**src/rtl/piso_tx_sched_pkg.sv**
```systemverilog
// Shared definitions for the PISO transmit scheduler.
// Contents: FSM state encoding, gap-counter width and a helper that sizes
// the per-frame bit counter from the word width.
package piso_tx_sched_pkg;

    typedef enum logic [1:0] {
        ST_IDLE  = 2'd0,
        ST_SHIFT = 2'd1,
        ST_GAP   = 2'd2
    } state_t;

    localparam int GAP_W = 4;

    // Bit counter must index 0..n-1.
    function automatic int cnt_width(input int n);
        return (n < 2) ? 1 : $clog2(n);
    endfunction

endpackage

```
**src/rtl/piso_tx_sched_if.sv**
```systemverilog
// Requester-side handshake bundle for piso_tx_sched.
// Signals: two valid/data/ready triplets, one per requester.
//   master : word producer (drives valid/data, observes ready)
//   slave  : scheduler (observes valid/data, drives ready)
interface piso_tx_sched_if #(
    parameter int N = 8
);
    logic         req0_valid_in;
    logic [N-1:0] req0_data_in;
    logic         req0_ready_out;
    logic         req1_valid_in;
    logic [N-1:0] req1_data_in;
    logic         req1_ready_out;

    modport master (
        output req0_valid_in, req0_data_in, req1_valid_in, req1_data_in,
        input  req0_ready_out, req1_ready_out
    );

    modport slave (
        input  req0_valid_in, req0_data_in, req1_valid_in, req1_data_in,
        output req0_ready_out, req1_ready_out
    );
endinterface

```
**src/rtl/piso_tx_sched_core.sv**
```systemverilog
// Parallel-in/serial-out shift register datapath.
// Ports:
//   clk, reset_al_in : clock, asynchronous active-low reset (clears register)
//   load_in          : load d_in (wins over shift_in)
//   shift_in         : shift right, zero fill
//   d_in[N-1:0]      : parallel word
//   q_out            : current LSB
module piso_core #(
    parameter int N = 8
) (
    input  logic         clk,
    input  logic         reset_al_in,
    input  logic         load_in,
    input  logic         shift_in,
    input  logic [N-1:0] d_in,
    output logic         q_out
);
    logic [N-1:0] sh;

    always_ff @(posedge clk or negedge reset_al_in) begin
        if (!reset_al_in) begin
            sh <= '0;
        end else if (load_in) begin
            sh <= d_in;
        end else if (shift_in) begin
            sh <= {1'b0, sh[N-1:1]};
        end
    end

    assign q_out = sh[0];
endmodule

```
**src/rtl/piso_tx_sched.sv**
```systemverilog
// Two-requester round-robin scheduler feeding a PISO serial link.
// Ports:
//   clk, reset_al_in : clock, asynchronous active-low reset
//   req (slave)      : requester valid/data/ready handshakes
//   stall_in         : freezes shifting and blocks acceptance
//   ser_out          : serial data, LSB first
//   frame_out        : high while ser_out carries a data bit
//   src_out          : requester owning the current/last frame
//   busy_out         : scheduler not idle
//   done_out         : one-cycle pulse after the last bit
module piso_tx_sched
    import piso_tx_sched_pkg::*;
#(
    parameter int N   = 8,
    parameter int GAP = 1
) (
    input  logic                 clk,
    input  logic                 reset_al_in,
    piso_tx_sched_if.slave       req,
    input  logic                 stall_in,
    output logic                 ser_out,
    output logic                 frame_out,
    output logic                 src_out,
    output logic                 busy_out,
    output logic                 done_out
);
    localparam int CW = cnt_width(N);

    state_t             state;
    logic [CW-1:0]      bit_cnt;
    logic [GAP_W-1:0]   gap_cnt;
    logic               last_grant;
    logic               src;
    logic               done;

    logic grant0, grant1, open, accept, shift_en, q;

    // With both valid, the requester that did not win last time is granted.
    always_comb begin
        grant0 = req.req0_valid_in & (~req.req1_valid_in |  last_grant);
        grant1 = req.req1_valid_in & (~req.req0_valid_in | ~last_grant);
    end

    // Reset gating keeps ready low while reset is held, independent of state.
    assign open               = reset_al_in & (state == ST_IDLE) & ~stall_in;
    assign req.req0_ready_out = open & grant0;
    assign req.req1_ready_out = open & grant1;
    assign accept             = open & (grant0 | grant1);
    assign shift_en           = (state == ST_SHIFT) & ~stall_in;

    piso_core #(.N(N)) u_core (
        .clk         (clk),
        .reset_al_in (reset_al_in),
        .load_in     (accept),
        .shift_in    (shift_en),
        .d_in        (grant1 ? req.req1_data_in : req.req0_data_in),
        .q_out       (q)
    );

    always_ff @(posedge clk or negedge reset_al_in) begin
        if (!reset_al_in) begin
            state      <= ST_IDLE;
            bit_cnt    <= '0;
            gap_cnt    <= '0;
            last_grant <= 1'b1;
            src        <= 1'b0;
            done       <= 1'b0;
        end else begin
            done <= 1'b0;
            unique case (state)
                ST_IDLE: begin
                    if (accept) begin
                        bit_cnt    <= '0;
                        src        <= grant1;
                        last_grant <= grant1;
                        state      <= ST_SHIFT;
                    end
                end
                ST_SHIFT: begin
                    if (!stall_in) begin
                        bit_cnt <= bit_cnt + CW'(1);
                        if (bit_cnt == CW'(N - 1)) begin
                            done <= 1'b1;
                            if (GAP == 0) begin
                                state <= ST_IDLE;
                            end else begin
                                state   <= ST_GAP;
                                gap_cnt <= GAP_W'(GAP);
                            end
                        end
                    end
                end
                ST_GAP: begin
                    gap_cnt <= gap_cnt - GAP_W'(1);
                    if (gap_cnt == GAP_W'(1)) begin
                        state <= ST_IDLE;
                    end
                end
                default: state <= ST_IDLE;
            endcase
        end
    end

    assign frame_out = (state == ST_SHIFT);
    assign ser_out   = frame_out & q;
    assign busy_out  = (state != ST_IDLE);
    assign src_out   = src;
    assign done_out  = done;
endmodule

```
**src/flat_wrapper.sv**
```systemverilog
// flat-port wrapper written by rule: the top's interface ports become plain ports
module piso_tx_sched_flat import piso_tx_sched_pkg::*;
#(
    parameter int N   = 8,
    parameter int GAP = 1
)
  (clk, reset_al_in, stall_in, ser_out, frame_out, src_out, busy_out, done_out, req_req0_valid_in, req_req0_data_in, req_req1_valid_in, req_req1_data_in, req_req0_ready_out, req_req1_ready_out);
  piso_tx_sched_if #(.N(N)) req_i ();
  input  logic clk;
  input  logic reset_al_in;
  input  logic stall_in;
  output logic ser_out;
  output logic frame_out;
  output logic src_out;
  output logic busy_out;
  output logic done_out;
  input wire logic [$bits(req_i.req0_valid_in)-1:0] req_req0_valid_in;
  input wire logic [$bits(req_i.req0_data_in)-1:0] req_req0_data_in;
  input wire logic [$bits(req_i.req1_valid_in)-1:0] req_req1_valid_in;
  input wire logic [$bits(req_i.req1_data_in)-1:0] req_req1_data_in;
  output wire logic [$bits(req_i.req0_ready_out)-1:0] req_req0_ready_out;
  output wire logic [$bits(req_i.req1_ready_out)-1:0] req_req1_ready_out;
  assign req_i.req0_valid_in = req_req0_valid_in;
  assign req_i.req0_data_in = req_req0_data_in;
  assign req_i.req1_valid_in = req_req1_valid_in;
  assign req_i.req1_data_in = req_req1_data_in;
  assign req_req0_ready_out = req_i.req0_ready_out;
  assign req_req1_ready_out = req_i.req1_ready_out;
  piso_tx_sched #(.N(N), .GAP(GAP)) u_core (.clk(clk), .reset_al_in(reset_al_in), .req(req_i), .stall_in(stall_in), .ser_out(ser_out), .frame_out(frame_out), .src_out(src_out), .busy_out(busy_out), .done_out(done_out));
endmodule
```
**config.mk**
```make
export PLATFORM = sky130hd
export DESIGN_NAME = piso_tx_sched_flat
export DESIGN_NICKNAME = d
export VERILOG_FILES = /design/src/rtl/piso_tx_sched_pkg.sv /design/src/rtl/piso_tx_sched_if.sv /design/src/rtl/piso_tx_sched_core.sv /design/src/rtl/piso_tx_sched.sv /design/src/flat_wrapper.sv
export SDC_FILE = /design/constraint.sdc
export NUM_CORES = 1
export LEC_CHECK = 0
export BUFFER_PORTS_ARGS = -buffer_cell sky130_fd_sc_hd__buf_2
export CAP_MARGIN = 10
export CELL_PAD_IN_SITES_DETAIL_PLACEMENT = 1
export CELL_PAD_IN_SITES_GLOBAL_PLACEMENT = 2
export CORE_ASPECT_RATIO = 1.5
export CORE_UTILIZATION = 29
export DETAILED_ROUTE_END_ITERATION = 6
export HOLD_SLACK_MARGIN = 0.05
export MAX_ROUTING_LAYER = met4
export PLACE_DENSITY = 0.77
export SYNTH_ARGS = -nofsm -noshare
export SYNTH_HDL_FRONTEND = slang
export SYNTH_SLANG_ARGS = --single-unit
```
**constraint.sdc**
```tcl
create_clock -name clk -period 1.7 [get_ports clk]
set_clock_uncertainty 0.2 [all_clocks]
set_input_delay 0.17 -clock clk [delete_from_list [all_inputs] [get_ports clk]]
set_output_delay 0.17 -clock clk [all_outputs]
set_load 0.01 [all_outputs]
```
==> flow_metrics.env <==
export IMPL_first_global_vias=1083
export IMPL_fmax_mhz=552
export IMPL_yosysTopAreaCell="dfrtp_1"
export IMPL_power_uw=2050
export IMPL_grt_max_degree=21
export IMPL_start_kind="flip-flop"
export IMPL_ys_ff_latch=20
export IMPL_die_h_um=77.3
export IMPL_synthFlopType="dfrtp_1"
export IMPL_peakVddDrop_v=0.000552
export IMPL_p_leak_uw=0.000815
export IMPL_synth_top_cell_area_share=0.434
export IMPL_dp_cells=176
export IMPL_ys_warn_count=0
export IMPL_final_cells=201
export IMPL_clk_path_buf_depth=2
export IMPL_clockRootBuffer="clkbuf_8"
export IMPL_antenna_found_initial=0
export IMPL_syn_inst=100
export IMPL_drtIter0Drc=8
export IMPL_nets=184
export IMPL_clk_latency_ns=0.26
export IMPL_synth_nets=125
export IMPL_synth_edf_count=0
export IMPL_yosys_top_cells_area="dfrtp_1 43%, mux2i_1 20%, ha_1 4.6%, nand2_1 3.8%, dfstp_2 2.4%"
export IMPL_syn2layout_area_growth_pct=49.8
export IMPL_failed_checks="negative setup slack"
export IMPL_status="finished, violations left"
export IMPL_drive_gt1_frac=0.354
export IMPL_drcViolationCount=0
export IMPL_clk_pin_slew_worst_paths_ns=0.08
export IMPL_hpwl_um=1960
export IMPL_max_slew_worst_pin_slew_ns=0.342
export IMPL_power_switching_uw=664
export IMPL_comb_power_share=0.368
export IMPL_cts_htree_levels=1
export IMPL_io_pin_count=28
export IMPL_syn_area_per_cell_um2=10.9
export IMPL_hold_path_class="primary input to flip-flop"
export IMPL_place_congestion=0.731
export IMPL_worst_slack_ns=-0.111
export IMPL_max_cap_violations=0
export IMPL_ys_types=29
export IMPL_numPortBuffers=27
export IMPL_yosysSeqAreaShare=0.458
export IMPL_vias=965
export IMPL_setup_violations=2
export IMPL_grt_use_total=0.164
export IMPL_wl_per_cell_um=13.9
export IMPL_clock_sinks=20
export IMPL_die_w_um=52.2
export IMPL_cts_tree="yes"
export IMPL_pre_cts_slack_ns=0.0111
export IMPL_rsz0062_at_grt="true"
export IMPL_synth_area_um2=1090
export IMPL_period_needed_ns=1.81
export IMPL_cp_data_required_time_ns=1.33
export IMPL_grt_pass1_wl_um=4790
export IMPL_pwr_density_cell_nw_per_um2=1250
export IMPL_post_drt_via_cell_ratio=4.80
export IMPL_core_area_um2=3650
export IMPL_fill_cells=421
export IMPL_async_reset_ff_frac=1.00
export IMPL_drtAntennaViolNets=0
export IMPL_slew_viol_final=0
export IMPL_endpoint_kind="output port"
export IMPL_switching_share=0.323
export IMPL_worstPathMaxFanout=3
export IMPL_wirelength_um=2800
export IMPL_first_pass_iters=2
export IMPL_start_util=0.300
export IMPL_period_share=1.07
export IMPL_num_antenna_cells=0
export IMPL_grt_ovfl_total=0
export IMPL_p_int_uw=1390
export IMPL_p_seq_frac=0.396
export IMPL_setup_worst_path_class="flip-flop to output port"
export IMPL_hold_viol=0
export IMPL_slew_headroom=0.771
export IMPL_cts_buffers_inserted=3
export IMPL_clock_power_share=0.236
export IMPL_rows=27
export IMPL_arrival_ns=1.44
export IMPL_die_area_um2=4030
## synthesized netlist by cell type, drive strengths merged (2+ instances only)
library cell,instances
nand2,11
inv,5
dfrtp,19
nand3b,2
mux2i,22
o21ai,5
buf,3
nand2b,2
a21oi,3
nor2,3
or2,3
and2,3
ha,4
## flip-flops by register name, indices dropped and copies added, names as in the netlist
register,cells
u_core.done_out,1
u_core.u_core.sh,8
u_core.gap_cnt,4
u_core.src_out,1
u_core.last_grant,1
u_core.bit_cnt,3
u_core.state,2
## layer usage
metal	track usage	routed length, um	vias to the layer above
met5	-	0	-
met4	0.0553	42	0
li1	-	-	463
met1	0.156	989	473
met3	0.0317	88	5
met2	0.310	1680	24
## per-stage QoR
stage               setup TNS (ns)  utilization  cell area (um2)  hold WS [ns]
floorplan                        0            -             1090        -0.326
global placement                 0        0.365             1330       -0.0292
detailed placement               0        0.365             1330       -0.0224
CTS                         -0.272        0.443             1620        0.0501
global route                -0.437        0.450             1640        0.0972
finish                      -0.196        0.450             1640        0.0691
## cell usage in the layout, fill, tap and decap left out, types with 3 or more instances in the layout
cell type       n
buf_2          26
mux2i_1        22
dfrtp_1        19
dlygate4sd3_1  18
buf_4          11
nand2_1         9
inv_1           5
o21ai_0         5
or2_2           3
nor2_1          3
ha_1            3
clkbuf_8        3
## worst max-delay path, cell delays in order (launching register included)
cell and delay (ns):
dfrtp_1 0.42, nor4b_4 0.33, buf_4 0.17, nand2_2 0.04, a21oi_2 0.08, buf_2 0.13
## cell type report
cell class | count | area, um2 | share of cell area
flip-flops and latches | 20 | 502 | 0.306
multi-input cells | 72 | 579 | 0.353
clock buffers | 3 | 41.3 | 0.0252
inverters | 5 | 18.8 | 0.0114
repair buffers | 57 | 415 | 0.253
well taps | 43 | 53.8 | 0.0328
clock inverters | 1 | 30.0 | 0.0183
## kinds of logic after synthesis
logic type                 synth area share
buffers and inverters                0.0366
and+or+nand+nor                       0.166
AOI/OAI and AO/OA                    0.0766
DFF                                   0.458
muxes                                 0.201
xor gates and xnor gates             0.0160
adders and majority gates            0.0457
## power groups by stage
stage / combinational, uW / sequential (uW) / clock (uW)
3_3_place_gp: 660 / 804 / 0
2_1_floorplan: 458 / 791 / 0
3_5_place_dp: 692 / 820 / 0
6_report: 755 / 812 / 485
4_1_cts: 746 / 811 / 506
5_1_grt: 870 / 838 / 519
## repair_timing
action,4_1_cts,5_1_grt
resized for setup,4,7
endpoints found under the hold margin,29,0
setup buffers,3,1
cloned,0,0
hold buffers,18,0
pin swaps,2,3
setup endpoints to repair,4,9
## path summary, 6_finish.rpt
kind | start | to | slack (ns) | cells past startpoint
worst max register to register | u_core.bit_cnt[0] | u_core.state[1] | 0.05 | 4
worst min register to register | u_core.src_out | u_core.src_out | 0.31 | 1
worst min-delay path | stall_in | u_core.state[0] | 0.07 | 3
max in group asynchronous | reset_al_in | u_core.last_grant | 0.80 | 3
worst max-delay path | u_core.state[0] | req_req0_ready_out | -0.11 | 5
min in group asynchronous | reset_al_in | u_core.gap_cnt[3] | 0.23 | 3
(Power assumes the default switching activity.)
